`src/rtl/partition_rr_arbiter_if.sv`:
```
// Handshake bundle between the mapper output FIFOs, the partition arbiter and the partition FIFO.
// slave is the arbiter's view of the bundle; master is the view of the logic around it.
interface partition_rr_arbiter_if #(
    parameter int NUM_OF_MAPPERS = 4,
    parameter int DATA_WIDTH     = 64
);
    localparam int IDX_W = (NUM_OF_MAPPERS > 1) ? $clog2(NUM_OF_MAPPERS) : 1;

    logic [NUM_OF_MAPPERS-1:0]            in_valid;
    logic [NUM_OF_MAPPERS*DATA_WIDTH-1:0] in_data;
    logic [NUM_OF_MAPPERS-1:0]            in_ready;
    logic                                 out_valid;
    logic [DATA_WIDTH-1:0]                out_data;
    logic [NUM_OF_MAPPERS-1:0]            out_grant;
    logic [IDX_W-1:0]                     out_grant_idx;
    logic                                 out_ready;

    modport master (
        output in_valid, in_data, out_ready,
        input  in_ready, out_valid, out_data, out_grant, out_grant_idx
    );

    modport slave (
        input  in_valid, in_data, out_ready,
        output in_ready, out_valid, out_data, out_grant, out_grant_idx
    );
endinterface

```
`src/rtl/partition_rr_arbiter.sv`:
```
// Round-robin merge of NUM_OF_MAPPERS valid/ready streams into one registered output stream.
// Defining PARTITION_ARB_STATS_EN adds saturating per-channel grant counters on port grant_count.
module partition_rr_arbiter #(
    parameter int NUM_OF_MAPPERS = 4,
    parameter int DATA_WIDTH     = 64,
    parameter int MAX_BURST      = 1
) (
    input  logic                        clock,
    input  logic                        reset,
    partition_rr_arbiter_if.slave       bus
`ifdef PARTITION_ARB_STATS_EN
    ,
    output logic [NUM_OF_MAPPERS*32-1:0] grant_count
`endif
);
    localparam int IDX_W  = (NUM_OF_MAPPERS > 1) ? $clog2(NUM_OF_MAPPERS) : 1;
    localparam int BCNT_W = $clog2(MAX_BURST + 1);

    typedef enum logic {EMPTY, FULL} state_e;

    state_e                    state_q, state_d;
    logic [IDX_W-1:0]          ptr_q, ptr_d;
    logic [BCNT_W-1:0]         burst_q, burst_d;
    logic [DATA_WIDTH-1:0]     out_data_q;
    logic [NUM_OF_MAPPERS-1:0] out_grant_q;
    logic [IDX_W-1:0]          out_idx_q;

    logic                      win_found;
    logic [IDX_W-1:0]          win_idx;
    logic [IDX_W-1:0]          cand;
    logic [NUM_OF_MAPPERS-1:0] win_onehot;
    logic                      load;
    logic                      take;

    // Scan from the priority pointer upward with wrap; first valid channel wins.
    // NOTE: every signal written here gets a default first so no latch is inferred.
    always_comb begin
        win_found = 1'b0;
        win_idx   = '0;
        cand      = '0;
        for (int k = 0; k < NUM_OF_MAPPERS; k++) begin
            cand = IDX_W'((int'(ptr_q) + k) % NUM_OF_MAPPERS);
            if (!win_found && bus.in_valid[cand]) begin
                win_found = 1'b1;
                win_idx   = cand;
            end
        end
        win_onehot          = '0;
        win_onehot[win_idx] = win_found;
    end

    // The output register can take a new beat when it is empty or drains this cycle.
    assign load = (state_q == EMPTY) || bus.out_ready;
    assign take = load && win_found && !reset;

    assign bus.in_ready = take ? win_onehot : '0;

    always_comb begin
        state_d = state_q;
        ptr_d   = ptr_q;
        burst_d = burst_q;

        case (state_q)
            EMPTY:   if (take) state_d = FULL;
            FULL:    if (bus.out_ready && !take) state_d = EMPTY;
            default: state_d = EMPTY;
        endcase

        if (take) begin
            if (win_idx == ptr_q && int'(burst_q) + 1 < MAX_BURST) begin
                burst_d = burst_q + 1'b1;
            end else if (win_idx != ptr_q && MAX_BURST > 1) begin
                // A grant away from the pointer opens a new burst on that channel.
                ptr_d   = win_idx;
                burst_d = BCNT_W'(1);
            end else begin
                ptr_d   = (int'(win_idx) == NUM_OF_MAPPERS - 1) ? '0 : win_idx + 1'b1;
                burst_d = '0;
            end
        end
    end

    // NOTE: sequential state uses non-blocking assignments so all registers update together.
    always_ff @(posedge clock or posedge reset) begin
        if (reset) begin
            state_q     <= EMPTY;
            ptr_q       <= '0;
            burst_q     <= '0;
            out_data_q  <= '0;
            out_grant_q <= '0;
            out_idx_q   <= '0;
        end else begin
            state_q <= state_d;
            ptr_q   <= ptr_d;
            burst_q <= burst_d;
            if (take) begin
                out_data_q  <= bus.in_data[int'(win_idx)*DATA_WIDTH +: DATA_WIDTH];
                out_grant_q <= win_onehot;
                out_idx_q   <= win_idx;
            end
        end
    end

    assign bus.out_valid     = (state_q == FULL);
    assign bus.out_data      = out_data_q;
    assign bus.out_grant     = out_grant_q;
    assign bus.out_grant_idx = out_idx_q;

`ifdef PARTITION_ARB_STATS_EN
    logic [NUM_OF_MAPPERS-1:0][31:0] cnt_q;

    // Counters saturate at all-ones rather than wrapping.
    always_ff @(posedge clock or posedge reset) begin
        if (reset) begin
            cnt_q <= '0;
        end else if (take && cnt_q[win_idx] != 32'hFFFF_FFFF) begin
            cnt_q[win_idx] <= cnt_q[win_idx] + 32'd1;
        end
    end

    assign grant_count = cnt_q;
`endif
endmodule

```
`src/flat_wrapper.sv`:
```
// flat-port wrapper written by rule: the top's interface ports become plain ports
module partition_rr_arbiter_flat 
#(
    parameter int NUM_OF_MAPPERS = 4,
    parameter int DATA_WIDTH     = 64,
    parameter int MAX_BURST      = 1
)
  (clock, reset, bus_in_valid, bus_in_data, bus_out_ready, bus_in_ready, bus_out_valid, bus_out_data, bus_out_grant, bus_out_grant_idx);
  partition_rr_arbiter_if #(.NUM_OF_MAPPERS(NUM_OF_MAPPERS), .DATA_WIDTH(DATA_WIDTH)) bus_i ();
  input  logic clock;
  input  logic reset;
  input wire logic [$bits(bus_i.in_valid)-1:0] bus_in_valid;
  input wire logic [$bits(bus_i.in_data)-1:0] bus_in_data;
  input wire logic [$bits(bus_i.out_ready)-1:0] bus_out_ready;
  output wire logic [$bits(bus_i.in_ready)-1:0] bus_in_ready;
  output wire logic [$bits(bus_i.out_valid)-1:0] bus_out_valid;
  output wire logic [$bits(bus_i.out_data)-1:0] bus_out_data;
  output wire logic [$bits(bus_i.out_grant)-1:0] bus_out_grant;
  output wire logic [$bits(bus_i.out_grant_idx)-1:0] bus_out_grant_idx;
  assign bus_i.in_valid = bus_in_valid;
  assign bus_i.in_data = bus_in_data;
  assign bus_i.out_ready = bus_out_ready;
  assign bus_in_ready = bus_i.in_ready;
  assign bus_out_valid = bus_i.out_valid;
  assign bus_out_data = bus_i.out_data;
  assign bus_out_grant = bus_i.out_grant;
  assign bus_out_grant_idx = bus_i.out_grant_idx;
  partition_rr_arbiter #(.NUM_OF_MAPPERS(NUM_OF_MAPPERS), .DATA_WIDTH(DATA_WIDTH), .MAX_BURST(MAX_BURST)) u_core (.clock(clock), .reset(reset), .bus(bus_i));
endmodule
```
`config.mk`:
```
export PLATFORM = sky130hd
export DESIGN_NAME = partition_rr_arbiter_flat
export DESIGN_NICKNAME = d
export VERILOG_FILES = /design/src/rtl/partition_rr_arbiter_if.sv /design/src/rtl/partition_rr_arbiter.sv /design/src/flat_wrapper.sv
export SDC_FILE = /design/constraint.sdc
export NUM_CORES = 1
export LEC_CHECK = 0
export CORE_AREA = 2 2 130 132
export CTS_CLUSTER_SIZE = 10
export DETAILED_ROUTE_END_ITERATION = 10
export DIE_AREA = 0 0 132 134
export PLACE_DENSITY = 0.64
export SETUP_SLACK_MARGIN = 0.05
export SYNTH_ARGS = -nofsm -noshare
export SYNTH_HDL_FRONTEND = slang
export SYNTH_SLANG_ARGS = --single-unit
```
`constraint.sdc`:
```
create_clock -name clock -period 3.9 [get_ports clock]
set_input_delay 0.39 -clock clock [delete_from_list [all_inputs] [get_ports clock]]
set_output_delay 0.39 -clock clock [all_outputs]
set_load 0.01 [all_outputs]
```
==> results of run 1 <==
critical path: stages:
cell and delay [ns]:
clkdlybuf4s50_1 0.62, or3_1 0.18, o21ai_1 0.12, nor2b_4 0.74, nand2_2 0.09, nor2_1 0.18
clkdlybuf4s50_1 0.56
registers in the layout, summed over array words and instances (netlist names):
name	count
u_core.bus.out_grant	4
u_core.bus.out_grant_idx	2
u_core.bus.out_valid	1
u_core.ptr_q	2
u_core.bus.out_data	64
worst max-delay path by stage:
stage                               start              end  slack [ns]  cells after the start
after global routing      bus_in_valid[3]  bus_in_ready[1]        0.43                      7
after global placement    bus_in_valid[3]  bus_in_ready[0]        0.74                      6
after floorplan                     reset  bus_in_ready[1]        0.53                      7
after detailed placement  bus_in_valid[3]  bus_in_ready[1]        0.62                      7
final                     bus_in_valid[3]  bus_in_ready[1]        0.62                      7
after CTS                 bus_in_valid[3]  bus_in_ready[1]        0.61                      7
synthesized netlist by cell type, drive strengths merged, types with 2 or more instances:
cell    instances
buf            25
a21o            3
nand2          11
inv             3
o21ai           4
dfrtp          73
and2            3
o22ai          65
o221ai          2
mux2i          66
nand2b          4
a221oi         62
clkbuf         20
nor2           65
nor2b           4
power by group:
group | total, uW | switching [uW] | internal, uW
clock | 827 | 303 | 524
sequential | 1170 | 158 | 1010
combinational | 1970 | 911 | 1060
total | 3970 | 1370 | 2590
layer usage:
| metal | global-route usage, % | up-vias | wire length [microns] |
|---|---|---|---|
| li1 | - | 2249 | - |
| met1 | 22.4 | 2271 | 6800 |
| met2 | 35.7 | 270 | 9120 |
| met3 | 6.12 | 32 | 1660 |
| met4 | 9.96 | 0 | 574 |
| met5 | 0 | - | 0 |
layout by cell type (no fill, tap or decap):
| cell | synthesis | routed |
|---|---|---|
| and2_1 | 3 | 3 |
| ha_1 | 1 | 1 |
| a221oi_1 | 62 | 62 |
| clkdlybuf4s50_1 | 0 | 337 |
| nand2_2 | 0 | 1 |
| inv_2 | 1 | 1 |
| o221a_2 | 1 | 1 |
| a32o_2 | 0 | 1 |
| o21ai_1 | 2 | 2 |
| clkbuf_16 | 0 | 9 |
| o22ai_1 | 65 | 65 |
| clkinv_2 | 0 | 3 |
| nand2b_1 | 4 | 3 |
| or3_1 | 1 | 1 |
| nand2b_2 | 0 | 1 |
| inv_1 | 2 | 1 |
| o32ai_4 | 0 | 1 |
| a21o_1 | 3 | 3 |
| nand2_1 | 11 | 10 |
| nor2b_4 | 0 | 1 |
| nor2b_1 | 4 | 3 |
| dfrtp_1 | 73 | 73 |
| o221ai_1 | 2 | 2 |
| clkbuf_1 | 20 | 1 |
| nor2_1 | 65 | 65 |
| buf_4 | 2 | 8 |
| a21boi_1 | 1 | 1 |
| buf_12 | 0 | 1 |
| mux2i_1 | 66 | 66 |
| o21ai_0 | 2 | 2 |
| and2b_1 | 1 | 1 |
| clkbuf_8 | 0 | 2 |
| a21bo_2 | 0 | 1 |
| bufinv_16 | 0 | 1 |
cells by family (layout without fill, tap and decap cells):
kind of cell	count (synthesis)	count (layout)	synth area share, %
AO/OA/AOI/OAI	141	141	25.6
AND/OR/NAND/NOR	89	89	8.84
flip-flops	73	73	43.9
multiplexers	66	66	15.9
buffers and inverters	48	364	5.50
adder cells (fa/ha/maj)	1	1	0.301
metrics by stage:
step	cells	power (uW)
global route	954	4210
floorplan	418	2120
global placement	939	3140
finish	954	3970
detailed placement	939	3170
CTS	954	4020
area by class of cell:
class / count / share of cell area, %
timing repair buffer: 346 / 43.2
multi-input combinational: 297 / 26.7
sequential: 73 / 22.8
tap: 220 / 3.44
clock buffer: 12 / 3.21
clock inverter: 3 / 0.501
inverter: 3 / 0.156
==> results.toml, run 1 <==
[synth]
ys_types = 27
async_flop_share_pct = 100
ys_ff_latch = 73
synth_ff_type = "dfrtp_1"
syn_area_sq_um = 4160
synth_area_leaders = "dfrtp_1 44%, mux2i_1 16%, a221oi_1 13%, o22ai_1 9.8%, nor2_1 5.9%"
yosysTopAreaCellShare_pct = 43.9
yosysSeqAreaShare_pct = 43.9
synth_nets = 682
syn-mean-instance-area_sq_um = 9.96
yosysTopAreaCell = "dfrtp_1"
synth_cells = 418
synth_edf_count = 0
ys_warn_count = 0

[setup_path]
rrSetupSlack_ns = 1.35
endpoint_kind = "primary output"
reg2reg_to = "u_core.bus.out_data[46]$_DFFE_PP0P_"
worst_ep_arrival_time_ns = 2.89
worstSetupStartpointType = "input pin"
r2r_cells = 5
cp.required_ns = 3.51
crit_fanout = 35
rr_startpoint = "u_core.ptr_q[1]$_DFFE_PP0P_"
worstSetupPathType = "input pin to primary output"

[placed_design]
placed_area_sq_um = 7700
dp_hpwl_microns = 13700
pre_cts_ws_ns = 0.622
io_buffer_count = 337
gp_congestion = 0.816

[drt]
num_vias = 4822
drcViolationCount = 0
detail_route.first_pass.iterations = 5
drt_iter0_markers = 150
ant_nets = 0
avgViaCountPerCell = 5.05
drt_wl_total_microns = 18200
wl_per_cell_microns = 19.0

[min_path]
hold_path.class = "register to register"
hold_depth = 1
whs_endpoint = "u_core.bus.out_grant[3]$_DFFE_PP0P_"
worstHoldStart = "u_core.bus.out_grant[3]$_DFFE_PP0P_"

[cts]
cts_made_buffers = 9
clkTransAtPathRegs_ns = 0.06
holdBufCountCts = 0
cts_setup_buffers = 0
htreeDepth = 3
worstSkewPairLatency_ns = 0.34
root_buffer = "clkbuf_16"
cts_tree = "built"
ctsResizeCount = 0
numClockSinks = 73
cts_buffer_depth = 2

[timing]
fmax_mhz = 305
max_slew_margin_pct = 21.6
drv_slew = 0
setup_violations = 0
finalClockSkew_ns = 0.00888
min_period_ns = 3.28
max_slew.worst_pin.slew_ns = 1.18
finalHoldViolations = 0
finalCritPeriodShare_pct = 84.2
tns_ns = 0
holdWs_ns = 0.486
finalWorstSetupSlack_ns = 0.616
rsz0062_at_grt = "false"

[final_layout]
nFillCells = 1482
antenna_cells = 0
utilization_pct = 49.1
finalInstanceArea_sq_um = 8000
drive_above_1_share_pct = 4.36
seqCellArea_sq_um = 1830
multiInputGateArea_sq_um = 2130
final_nets = 994
syn_to_final_growth_pct = 92.1

[die]
coreArea_sq_um = 16300
die_y_microns = 134
rows = 47
num_io_pins = 338
die_area_sq_um = 17700
die_w_microns = 132
start_util_pct = 25.5

[power_and_ir_drop]
p_per_area_nw_per_um2 = 496
p_leak_uw = 0.00326
vdd.ir_drop.worst_uv = 260

[grt]
antenna_found_initial = 0
track_usage_pct = 20.3
grt_max_degree = 74
grt_pass1_wl_microns = 28200
grt_pass1_vias = 5152
grt_overflow = 0

[outcome]
status = "finished, final reports clean"

[job]
maxCapViolCount = 0
Note: power is estimated with default switching activity, not from simulation.
==> inputs of run 2 (changes only) <==
--- a/config.mk
+++ b/config.mk
@@ -5,10 +5,10 @@
 export SDC_FILE = /design/constraint.sdc
 export NUM_CORES = 1
 export LEC_CHECK = 0
-export CORE_AREA = 2 2 130 132
+export CORE_AREA = 2 2 132 134
 export CTS_CLUSTER_SIZE = 10
 export DETAILED_ROUTE_END_ITERATION = 10
-export DIE_AREA = 0 0 132 134
+export DIE_AREA = 0 0 134 136
 export PLACE_DENSITY = 0.64
 export SETUP_SLACK_MARGIN = 0.05
 export SYNTH_ARGS = -nofsm -noshare
==> constraint.sdc (replaced) <==
create_clock -name clock -period 2.6 [get_ports clock]
set_input_delay 0.26 -clock clock [delete_from_list [all_inputs] [get_ports clock]]
set_output_delay 0.26 -clock clock [all_outputs]
set_load 0.01 [all_outputs]
==> run 2 against run 1 <==
Clock skew down 0.0028 ns. Hold slack worse by 0.033 ns. Clock power up 70%. Critical path type unchanged.
==> results.toml, run 2 (synthesized netlist as in run 1, its figures left out) <==
[cts]
cts_buffer_depth = 2
worstSkewPairLatency_ns = 0.33
cts_tree = "built"
cts_made_buffers = 9
htreeDepth = 3
clkTransAtPathRegs_ns = 0.05
holdBufCountCts = 0
root_buffer = "clkbuf_16"
numClockSinks = 73

[timing]
finalHoldViolations = 0
setup_violations = 0
holdWs_ns = 0.453
max_slew_margin_pct = 37.8
max_slew.worst_pin.slew_ns = 0.932
finalClockSkew_ns = 0.00612
fmax_mhz = 411
finalCritPeriodShare_pct = 93.6
min_period_ns = 2.43
rsz0062_at_grt = "false"
drv_slew = 0
finalWorstSetupSlack_ns = 0.167
tns_ns = 0

[outcome]
status = "finished, final reports clean"

[drt]
detail_route.first_pass.iterations = 4
drt_iter0_markers = 209
drcViolationCount = 0
ant_nets = 0
met2_wirelength_microns = 8920
avgViaCountPerCell = 4.96
num_vias = 4783
wl_met3_microns = 1590
dr.max_layer_used = "met4"
wl_per_cell_microns = 18.4
wl_met1_microns = 6850
drt_wl_total_microns = 17800

[setup_path]
crit_slowest_cell = "clkdlybuf4s50_1"
worstSetupPathType = "input pin to primary output"
rrSetupSlack_ns = 0.32
crit_chain = "clkdlybuf4s50_1, or3_1, a21bo_2, and2_1, clkdlybuf4s50_1"
worst_ep_arrival_time_ns = 2.17
path_common_cell = "clkdlybuf4s50_1"
critPathMaxStageDelay_ns = 0.57
endpoint_kind = "primary output"
reg2reg_to = "u_core.bus.out_data[42]$_DFFE_PP0P_"
r2r_cells = 7
rr_startpoint = "u_core.ptr_q[1]$_DFFE_PP0P_"
crit_fanout = 4
worstSetupStartpointType = "input pin"
cp.required_ns = 2.34

[die]
start_util_pct = 24.7
die_w_microns = 134
die_area_sq_um = 18200
die_y_microns = 136
rows = 48
coreArea_sq_um = 16900
num_io_pins = 338

[final_layout]
layout_common_cells = "333 x clkdlybuf4s50_1, 73 x dfrtp_1, 66 x mux2i_1"
drive_above_1_share_pct = 5.41
final_common_cell = "clkdlybuf4s50_1"
antenna_cells = 0
finalNonFillerCells = 965
syn_to_final_growth_pct = 95.5
final_nets = 999
finalInstanceArea_sq_um = 8140
largest_register_ffs = 64

[grt]
grt_pass1_vias = 4910
grt_pass1_wl_microns = 26600
grt_max_degree = 74
antenna_found_initial = 0
track_usage_pct = 18.8
grt_overflow = 0

[min_path]
hold_path.class = "input pin to register"
hold_depth = 4
whs_endpoint = "u_core.bus.out_grant[1]$_DFFE_PP0P_"
worstHoldStart = "bus_in_valid[3]"

[job]
maxCapViolCount = 0

[placed_design]
dp_hpwl_microns = 13500
placed_area_sq_um = 7780
pre_cts_ws_ns = -0.00896
gp_congestion = 0.899
dp_cells = 948
io_buffer_count = 337

[power_and_ir_drop]
p_leak_uw = 0.00336
p_per_area_nw_per_um2 = 757
vdd.ir_drop.worst_uv = 347
run 2: changes by cell type in the layout (fill, tap and decap cells not counted), moves of 2 or more:
cell,change
buf_4,+2
clkinv_2,-2
clkdlybuf4s50_1,-4
bufinv_16,+2
buf_12,+3
dlymetal6s2s_1,+3
clkbuf_8,-2
run 2: through the flow:
step,utilization [%],total power [uW]
global placement,46.1,4730
floorplan,-,3180
detailed placement,46.1,4780
CTS,48.1,6230
finish,48.2,6160
global route,48.2,6500
run 2: timing repair:
action | 4_1_cts | 5_1_grt
buffers inserted | 0 | 1
endpoints found under the setup margin | 1 | 4
resized for setup | 2 | 4
pin swaps | 0 | 1
run 2: cell type report:
type,instances,area [sq um]
fillers,1503,8740
clock inverters,5,104
inverters,3,15.0
well taps,225,282
multi-input cells,297,2140
flip-flops and latches,73,1830
repair buffers,351,3530
clock buffers,11,233
run 2: power by group:
part	internal, uW	leakage [uW]	switching (uW)
logic	1620	0.00236	1380
clock network	938	0.000164	470
registers	1520	0.000835	237
run 2: layer usage:
| layer | GRT usage (%) | vias to the layer above |
|---|---|---|
| met3 | 4.96 | 30 |
| met5 | 0 | - |
| met2 | 33.3 | 264 |
| met4 | 7.80 | 0 |
| li1 | - | 2264 |
| met1 | 21.6 | 2225 |
run 2: worst max-delay path by stage:
| stage | from | end | slack (ns) | cells past startpoint |
|---|---|---|---|---|
| floorplan | reset | bus_in_ready[1] | 0.12 | 7 |
| global placement | bus_in_valid[2] | bus_in_ready[3] | 0.09 | 8 |
| detailed placement | bus_in_valid[2] | bus_in_ready[3] | -0.009 | 8 |
| CTS | bus_in_valid[2] | bus_in_ready[3] | 0.05 | 8 |
| global route | bus_in_valid[2] | bus_in_ready[0] | 0.08 | 6 |
| finish | bus_in_valid[1] | bus_in_ready[0] | 0.17 | 5 |
run 2: worst max-delay path: cells and delay by family:
family	cells	cell delay, ns
AND/OR/NAND/NOR	2	0.65
AO/OA/AOI/OAI	1	0.23
buffers and inverters	2	1.04
==> inputs of run 3 (changes only) <==
--- a/config.mk
+++ b/config.mk
@@ -9,6 +9,7 @@
 export CTS_CLUSTER_SIZE = 10
 export DETAILED_ROUTE_END_ITERATION = 10
 export DIE_AREA = 0 0 134 136
+export HOLD_SLACK_MARGIN = 0.05
 export PLACE_DENSITY = 0.64
 export SETUP_SLACK_MARGIN = 0.05
 export SYNTH_ARGS = -nofsm -noshare
==> results of run 3 <==
The final DEF is identical to that of run 2; final timing and power are the same.
